--- config.mk ---
export PLATFORM = sky130hd
export DESIGN_NAME = iterative_alu
export DESIGN_NICKNAME = d
export VERILOG_FILES = /design/src/rtl/alu_pkg.sv /design/src/rtl/alu_muldiv_unit.sv /design/src/rtl/iterative_alu.sv
export SDC_FILE = /design/constraint.sdc
export NUM_CORES = 1
export LEC_CHECK = 0
export CELL_PAD_IN_SITES_DETAIL_PLACEMENT = 0
export CELL_PAD_IN_SITES_GLOBAL_PLACEMENT = 1
export CORE_MARGIN = 5
export CORE_UTILIZATION = 50
export CTS_BUF_LIST = sky130_fd_sc_hd__clkbuf_8
export CTS_CLUSTER_DIAMETER = 120
export DETAILED_ROUTE_END_ITERATION = 7
export PLACE_DENSITY = 0.95
export SYNTH_ARGS = -nofsm -noshare
export SYNTH_HDL_FRONTEND = slang
export SYNTH_SLANG_ARGS = --single-unit
--- constraint.sdc ---
create_clock -name clk -period 8.02 [get_ports clk]
set_input_delay 2.005 -clock clk [delete_from_list [all_inputs] [get_ports clk]]
set_output_delay 2.005 -clock clk [all_outputs]
set_load 0.01 [all_outputs]
--- src/rtl/alu_pkg.sv ---
// Shared opcodes, FSM states and helpers for the iterative ALU and its
// multiply/divide datapath.
package alu_pkg;

  localparam logic [3:0] ALU_ADD   = 4'b0000;
  localparam logic [3:0] ALU_SUB   = 4'b0001;
  localparam logic [3:0] ALU_AND   = 4'b0010;
  localparam logic [3:0] ALU_OR    = 4'b0011;
  localparam logic [3:0] ALU_NOT   = 4'b0100;
  localparam logic [3:0] ALU_XOR   = 4'b0101;
  localparam logic [3:0] ALU_SLL   = 4'b0110;
  localparam logic [3:0] ALU_SRL   = 4'b0111;
  localparam logic [3:0] ALU_SLT   = 4'b1000;
  localparam logic [3:0] ALU_SLTU  = 4'b1001;
  localparam logic [3:0] ALU_SRA   = 4'b1010;
  localparam logic [3:0] ALU_RSVD  = 4'b1011;
  localparam logic [3:0] ALU_MUL   = 4'b1100;
  localparam logic [3:0] ALU_MULHU = 4'b1101;
  localparam logic [3:0] ALU_DIVU  = 4'b1110;
  localparam logic [3:0] ALU_REMU  = 4'b1111;

  typedef enum logic [1:0] {
    S_IDLE = 2'd0,
    S_EXEC = 2'd1,
    S_DONE = 2'd2
  } state_t;

  // Multiply/divide opcodes all live in the 11xx corner of the map.
  function automatic logic is_iterative(input logic [3:0] op);
    return op[3:2] == 2'b11;
  endfunction

endpackage

--- src/rtl/alu_muldiv_unit.sv ---
// Iterative shift-add multiplier and restoring unsigned divider sharing one
// 2*WIDTH accumulator; runs WIDTH iterations and then pulses done.
module alu_muldiv_unit
  import alu_pkg::*;
#(
  parameter int WIDTH = 32
) (
  input  logic             clk,
  input  logic             reset,
  input  logic             start,
  input  logic [3:0]       op,
  input  logic [WIDTH-1:0] a,
  input  logic [WIDTH-1:0] b,
  output logic             done,
  output logic [WIDTH-1:0] result
);

  localparam int CW = $clog2(WIDTH) + 1;
  localparam logic [CW-1:0] LAST = CW'(WIDTH);

  // acc holds {high, low}: {product high, multiplier} or {remainder, quotient}.
  logic [2*WIDTH-1:0] acc;
  logic [2*WIDTH-1:0] acc_next;
  logic [WIDTH-1:0]   operand;
  logic [CW-1:0]      count;
  logic               running;
  logic               is_div;
  logic               take_high;
  logic [WIDTH:0]     mul_sum;
  logic [WIDTH:0]     div_trial;

  assign mul_sum   = {1'b0, acc[2*WIDTH-1:WIDTH]} + (acc[0] ? {1'b0, operand} : '0);
  assign div_trial = {acc[2*WIDTH-1:WIDTH], acc[WIDTH-1]} - {1'b0, operand};

  // A clear top bit on the trial subtraction means the divisor fit.
  always_comb begin
    acc_next = acc;
    if (is_div) begin
      if (!div_trial[WIDTH]) begin
        acc_next = {div_trial[WIDTH-1:0], acc[WIDTH-2:0], 1'b1};
      end else begin
        acc_next = {acc[2*WIDTH-2:0], 1'b0};
      end
    end else begin
      acc_next = {mul_sum, acc[WIDTH-1:1]};
    end
  end

  always_ff @(posedge clk) begin
    if (reset) begin
      running   <= 1'b0;
      count     <= '0;
      acc       <= '0;
      operand   <= '0;
      is_div    <= 1'b0;
      take_high <= 1'b0;
    end else if (start) begin
      running   <= 1'b1;
      count     <= '0;
      acc       <= {{WIDTH{1'b0}}, a};
      operand   <= b;
      is_div    <= (op == ALU_DIVU) || (op == ALU_REMU);
      take_high <= (op == ALU_MULHU) || (op == ALU_REMU);
    end else if (running) begin
      if (done) begin
        running <= 1'b0;
        count   <= '0;
      end else begin
        acc   <= acc_next;
        count <= count + 1'b1;
      end
    end
  end

  assign done   = running && (count == LAST);
  assign result = take_high ? acc[2*WIDTH-1:WIDTH] : acc[WIDTH-1:0];

endmodule

--- src/rtl/iterative_alu.sv ---
// Handshaked ALU: single-cycle ops resolve at acceptance, multiply/divide
// run through alu_muldiv_unit; results are held until the consumer accepts.
module iterative_alu
  import alu_pkg::*;
#(
  parameter int WIDTH = 32,
  parameter int SHW   = $clog2(WIDTH)
) (
  input  logic             clk,
  input  logic             reset,
  input  logic             InValid,
  output logic             InReady,
  input  logic [WIDTH-1:0] A,
  input  logic [WIDTH-1:0] B,
  input  logic [3:0]       ALUControl,
  output logic             OutValid,
  input  logic             OutReady,
  output logic [WIDTH-1:0] ALUOut,
  output logic             Zero,
  output logic             Busy
);

  state_t           state;
  state_t           state_next;
  logic             accept;
  logic             md_start;
  logic             md_done;
  logic [WIDTH-1:0] md_result;
  logic [WIDTH-1:0] simple_result;
  logic [SHW-1:0]   shamt;

  assign accept   = InValid && InReady;
  assign md_start = accept && is_iterative(ALUControl);
  assign shamt    = B[SHW-1:0];

  alu_muldiv_unit #(.WIDTH(WIDTH)) u_muldiv (
    .clk    (clk),
    .reset  (reset),
    .start  (md_start),
    .op     (ALUControl),
    .a      (A),
    .b      (B),
    .done   (md_done),
    .result (md_result)
  );

  always_comb begin
    simple_result = '0;
    case (ALUControl)
      ALU_ADD:  simple_result = A + B;
      ALU_SUB:  simple_result = A - B;
      ALU_AND:  simple_result = A & B;
      ALU_OR:   simple_result = A | B;
      ALU_NOT:  simple_result = ~A;
      ALU_XOR:  simple_result = A ^ B;
      ALU_SLL:  simple_result = A << shamt;
      ALU_SRL:  simple_result = A >> shamt;
      ALU_SLT:  simple_result = {{(WIDTH-1){1'b0}}, ($signed(A) < $signed(B))};
      ALU_SLTU: simple_result = {{(WIDTH-1){1'b0}}, (A < B)};
      ALU_SRA:  simple_result = $signed(A) >>> shamt;
      default:  simple_result = '0;
    endcase
  end

  always_ff @(posedge clk) begin
    if (reset) begin
      state <= S_IDLE;
    end else begin
      state <= state_next;
    end
  end

  always_comb begin
    state_next = state;
    case (state)
      S_IDLE:  if (accept) state_next = is_iterative(ALUControl) ? S_EXEC : S_DONE;
      S_EXEC:  if (md_done) state_next = S_DONE;
      S_DONE:  if (OutReady) state_next = S_IDLE;
      default: state_next = S_IDLE;
    endcase
  end

  // Result registers only load on a new result, so they hold through DONE and IDLE.
  always_ff @(posedge clk) begin
    if (reset) begin
      ALUOut <= '0;
      Zero   <= 1'b0;
    end else if (accept && !is_iterative(ALUControl)) begin
      ALUOut <= simple_result;
      Zero   <= (simple_result == '0);
    end else if ((state == S_EXEC) && md_done) begin
      ALUOut <= md_result;
      Zero   <= (md_result == '0);
    end
  end

  assign InReady  = (state == S_IDLE);
  assign OutValid = (state == S_DONE);
  assign Busy     = (state != S_IDLE);

endmodule

# After elaboration in Yosys (flattened, before gate mapping)
# Index checks and enable logic that the tools add are counted.
# word_totals
regBits,140
latch_bits,0
ram_bits,0
rom_bits,0
inputBits,72
out_inout_bits,36
elab_cells,86
memories,0
# op_classes
addsub,5
mul,0
n_div,0
magnitude_cmp,2
n_eq_ne,21
shifts,3
mux,21
bitwise,5
reduce_logical,19
# ops
cell,count
32-bit case mux with 11 select lines,1
32-bit 2-to-1 mux,7
64-bit 2-to-1 mux,2
32-bit zero test,2
32-bit < comparator,2
32-bit by 32-bit adder with 33-bit output,1
33-bit by 32-bit subtractor with 33-bit output,1
32-bit adder,1
32-bit bitwise AND,1
32-bit inverter,1
32-bit bitwise OR,1
32-bit by 5-bit << shifter with 32-bit output,1
32-bit by 5-bit right shift with 32-bit output,1
32-bit by 5-bit >>> shifter with 32-bit output,1
32-bit subtractor,1
32-bit XOR,1
"4-bit == test, second input constant",6
"4-bit by 3-bit == test with 1-bit output, second input constant",4
"4-bit by 2-bit == test with 1-bit output, second input constant",2
2-bit 2-to-1 mux,4
"6-bit by 1-bit adder with 6-bit output, second input constant",1
"6-bit == test, second input constant",1
6-bit 2-to-1 mux,1
2-bit case mux with 3 select lines,1
other kinds (16),31

# Depth between registers and ports, before layout
# logic_depth
depth_word,6
mapped_depth,18
mapped_depth_nobuf,15

# Modules after synthesis
# From an unflattened synthesis, not the netlist that was laid out.
# hier_totals
cells_unflattened,2890
area_unflattened_um2,21602.0
# by_module_without_submodules
module,instances,cells_each,area_each_um2,seq_area_each_um2
iterative_alu,1,1736,12575.8,700.7
alu_muldiv_unit,1,1154,9026.2,2102.0

# Worst setup path after synthesis
# Ideal clock, no wire load.
# synth_timing
path_kind,in2reg
from,in B[2]
to,reg Zero
setup_time_ps,88
arrival_ps,5938
required_ps,7932
path_slack_ps,1994
cell_stages,18
path_buffers,5
path_cell_list,buf_2 buf_4 inv_1 clkbuf_1 clkbuf_1 ha_1 buf_2 nand2b_1 a2111o_1 and3_1 o21a_1 o211a_1 o21ai_1 nand3_1 nand4_1 o21ai_1 or4b_1 o32ai_2
# synth_via
elab_chain_cells,4
word_cells_on_any_way,13
classes_between,add/sub: 2; order compare: 2; shift: 3; mux: 2; bitwise: 3; reduce/logical: 1
# synth_lines
item,line_no,rtl
from (decl),iterative_alu.sv:14,"input logic [WIDTH-1:0] B,"
"32-bit subtractor, or another cell as far along",iterative_alu.sv:51,ALU_SUB: simple_result = A - B;
32-bit case mux with 11 select lines *,iterative_alu.sv:49,case (ALUControl)
32-bit zero test *,iterative_alu.sv:90,Zero <= (simple_result == '0);
1-bit 2-to-1 mux *,iterative_alu.sv:88,end else if (accept && !is_iterative(ALUControl)) begin
to (signal assigned),iterative_alu.sv:90,
to (signal assigned),iterative_alu.sv:93,Zero <= (md_result == '0);
to (decl),iterative_alu.sv:19,"output logic Zero,"
# Mark *: on every way between the ends. The rest lies on a longest branch, timed or not.
# A chain may end at the register's enable or synchronous reset.

# Final worst setup path
# layout_timing
from,in A[15]
to,reg Zero
# layout_via
elab_chain_cells,4
word_cells_on_any_way,14
classes_between,add/sub: 2; order compare: 2; shift: 3; mux: 2; bitwise: 4; reduce/logical: 1
# layout_lines
item,line_no,rtl
from (decl),iterative_alu.sv:13,"input logic [WIDTH-1:0] A,"
"32-bit subtractor, or another cell as far along",iterative_alu.sv:51,
32-bit case mux with 11 select lines *,iterative_alu.sv:49,
32-bit zero test *,iterative_alu.sv:90,
1-bit 2-to-1 mux *,iterative_alu.sv:88,
# Marks and branches as above.

==> out/summary.md <==
The number of different library cells used by synthesis comes to 93. The worst min-delay path category was flop to flop. Measured against its own limit, the worst slew margin works out to 1.905%. Clock tree synthesis selected as its root buffer the cell clkbuf_8. The number of cells in the design after placement came out at 3,436. Clock skew on the completed layout was measured at 0.01544 ns. The number of global-route vias before repair is 23,000. The top cell types in the final layout, fill and taps aside, are nand2_1, a21oi_1, nor2_1.

After layout, the worst setup slack is 1.341 ns. The logs give 0 for the total of cells resized after clock tree synthesis and 146,100 um for the first-pass GRT wire length. The total overflow left after global routing is 0. In this run the vertical extent of the chip is 214.2 um. The number of optimization iterations in the first detailed-route pass was 8.

The final hold violation count came out at 0. After detailed routing, the number of remaining DRC violations is 3. The count of buffers added on input and output ports is 107. The logs give 74 for the number of placement rows and 3,181 for the total nets after synthesis. The part of the total power dissipated in combinational logic came out at 52.8%. The share of total power consumed by net switching was 46.22%. The logs give 149.7 MHz for the fmax and 3,470 for the non-filler instance count after layout. Once the floorplan was initialized, standard cells occupied 50.85% of the core.

The average footprint of a synthesized cell was 7.106 sq um. Number of synthesized flops with an enable pin: 0. The tools report the data arrival time of the critical path as 7.07 ns. Origin of the worst setup path: A[15]. In the detailed route, the total length drawn on met2 is 41,860 um. The routed length on met3 is 12,200 um, and the average routed wire per standard cell is 28.47 um. The transition time of the tightest slew-check pin came out at 1.468 ns. Layout overhead on the synthesized area: 9.197%. The floorplan step set the die width to 214.2 um. The sink count of the clock tree came out at 140.

Initial DRC count: 3,334. The worst hold path begins at u_muldiv.operand[7]$_SDFFE_PP0P_. The placeable core region is 41,020 sq um.

The total length of routed wires was 98,780 um. The main flop type after synthesis was dfxtp_1. The tools report the area enclosed by the die boundary as 45,900 sq um. The design draws 2798 uW.

The run gives 1 as the number of maximum-capacitance constraint violations. Per report_power, the sequential group accounts for 27.9% of the total. Final cycle utilization of the critical path: 83.28%. In this run the critical register-to-register path is launched from u_muldiv.acc[0]$_SDFFE_PP0P_. Global routing used 40.55% of the available tracks.

In this run the static leakage power is 0.008959 uW. The run gives 1 as the initial antenna violation count. Setup violations remaining at the end of the flow were counted as 0. The clock passes through at most 2 buffers. The net count of the finished layout is 3,169. Final hold analysis gives a worst-case slack of 0.4693 ns. For the total standard cell area after synthesis, the log shows 20,860 sq um.

The power per standard cell area works out to 122.9 nW/um^2. In the final layout, the share of cells above drive strength 1 is 8.856%. Across all layers, the routed design uses 24,590 vias.

Summed over all failing endpoints, the final setup total negative slack is 0 ns. The count of nets left with antenna violations once routing finished came out at 0. Setup repair after global routing left no endpoint under its margin. In this run the count of I/O pins placed on the die edge is 108.

After clock tree synthesis, the clock-pin slew on the worst setup and hold paths is 0.08 ns. The worst setup slack after placement was 1.075 ns. The top routing layer in use is met4. The internal power component is 1505 uW, and the number of instances in the synthesized netlist is 2,935. The fraction of power consumed by the clock network is 19.3%. For the post-CTS setup buffer count, the log shows 0.

The share of synthesized area occupied by flip-flops and latches came out at 13.44%. The commonest non-fill, non-tap cell in the layout is nand2_1. In the routed layout, each cell is associated on average with a via count of 7.086. Worst vdd rail ir drop: 0.1154 mV. Category of the worst setup path launch point: a primary input.

The final number of max-transition violations was 0; the critical path required time was 8.41 ns. The worst setup path is captured at a flop. The worst path in the final design needs a cycle of 6.679 ns, including I/O delays and setup. At the end of routability-driven placement, the weighted congestion stood at 1.129. TritonCTS built the clock tree. The flow ran to the end, but the final reports show violations.

The number of buffers added by the clock tree synthesis step is 17. After detailed routing, the wire length on met1 is 37,460 um. After clock tree synthesis, the flow added hold-fix buffers numbering 0. The HPWL after detailed placement is 77,480 um.

The final reports fail on DRC, capacitance limit. The H-tree generated during clock tree synthesis spans 4 levels. Of all flip-flops after synthesis, the portion carrying an async set or reset was 0%.

Summed over all nets, the switching power comes to 1293 uW. The flip-flop and latch count after synthesis came out at 140. The worst-path maximum fanout came out at 12. The critical path class was primary input to flop. At the later pin of the worst-skew pair, clock insertion delay measures 0.47 ns. Entering global routing, the biggest net connects 102 pins. For the number of synthesis warnings, the log shows 0.
==> worst max-delay path, stage by stage <==
cell             delay (ns)
clkdlybuf4s50_1        0.91
inv_1                  0.27
ha_1                   0.64
inv_1                  0.18
a21o_1                 0.23
a21o_1                 0.17
a211oi_1               0.52
nand2_1                0.21
a311oi_1               0.47
nor3_1                 0.08
a31o_2                 0.23
or3_1                  0.39
or4b_1                 0.55
o32ai_2                0.20
==> worst paths after layout <==
path | slack, ns | to | cells after the start
worst min register to register | 0.47 | u_muldiv.operand[7]$_SDFFE_PP0P_ | 2
worst max register to register | 3.36 | u_muldiv.acc[61]$_SDFFE_PP0P_ | 15
worst max-delay path | 1.34 | Zero$_SDFFE_PP0P_ | 14
worst min-delay path | 0.47 | u_muldiv.operand[7]$_SDFFE_PP0P_ | 2
==> metal layers <==
| layer | global-route usage [%] | vias up |
|---|---|---|
| li1 | - | 10820 |
| met1 | 52.16 | 11610 |
| met2 | 62.04 | 1745 |
| met3 | 9.911 | 423 |
| met4 | 23.38 | 0 |
| met5 | 0 | - |
==> synthesized netlist by cell type (8+ instances only) <==
cell type,n,area share (%)
o221a_2,8,0.43
nor2b_1,30,0.90
mux4_2,39,4.2
a21oi_1,272,6.5
and2_1,48,1.4
a32o_1,8,0.38
nor2_1,271,4.9
buf_1,15,0.27
nand2b_1,32,0.96
or3_1,11,0.33
and3_1,20,0.60
a211oi_1,37,1.3
nand3_1,65,1.6
o31ai_1,14,0.50
a211o_1,10,0.42
a22oi_1,20,0.72
xor2_1,24,1.0
o21ai_0,159,3.8
o21ai_1,8,0.19
o311ai_0,10,0.42
o22ai_1,30,0.90
inv_1,148,2.7
o21bai_1,22,0.79
xnor2_1,34,1.4
buf_4,8,0.29
nand4_1,27,0.81
a21o_1,55,2.0
buf_2,36,0.86
o211ai_1,66,2.4
nor3_1,59,1.4
a31oi_1,23,0.69
nor4_1,22,0.66
clkbuf_1,173,3.1
ha_1,170,10
a21boi_0,8,0.29
a22o_1,15,0.63
mux2i_1,125,6.0
o21a_1,24,0.86
mux2_2,44,2.4
a221oi_1,50,2.1
a2111oi_0,19,0.80
dfxtp_1,140,13
o221ai_1,19,0.80
o2111ai_1,11,0.46
nand2_1,353,6.4
==> power by group through the flow <==
stage	combinational [uW]	sequential [uW]	clock, uW
floorplan	924	776	0
global placement	1400	794	0
detailed placement	1410	795	0
CTS	1420	779	543
global route	1550	785	571
finish	1480	781	541
==> flip-flops by register name (all words and copies together) (netlist names) <==
name,flops
u_muldiv.take_high,1
state,2
u_muldiv.running,1
ALUOut,32
u_muldiv.operand,32
u_muldiv.count,6
u_muldiv.acc,64
u_muldiv.is_div,1
Zero,1
==> metrics by stage <==
step                instance area, sq um  utilization, %
detailed placement                 22410           54.63
CTS                                22770           55.51
global route                       22770           55.52
floorplan                          20860               -
global placement                   22410           54.63
finish                             22770           55.52
==> area by class of cell <==
| type | count | area (sq um) |
|---|---|---|
| multi-input cells | 2410 | 16570 |
| fillers | 4065 | 18240 |
| diodes | 2 | 5.005 |
| clock buffers | 17 | 234.0 |
| well taps | 532 | 665.6 |
| flip-flops and latches | 140 | 2808 |
| repair buffers | 203 | 1794 |
| inverters | 151 | 566.8 |
| clock inverters | 15 | 126.4 |
==> logic make-up after synthesis <==
family	share of synthesized area [%]
AOI/OAI and AO/OA	31.13
buffers and inverters	7.361
DFF	13.44
adders and majority gates	10.58
and+or+nand+nor	22.34
xor gates and xnor gates	2.436
muxes	12.71
(Power assumes the default switching activity.)
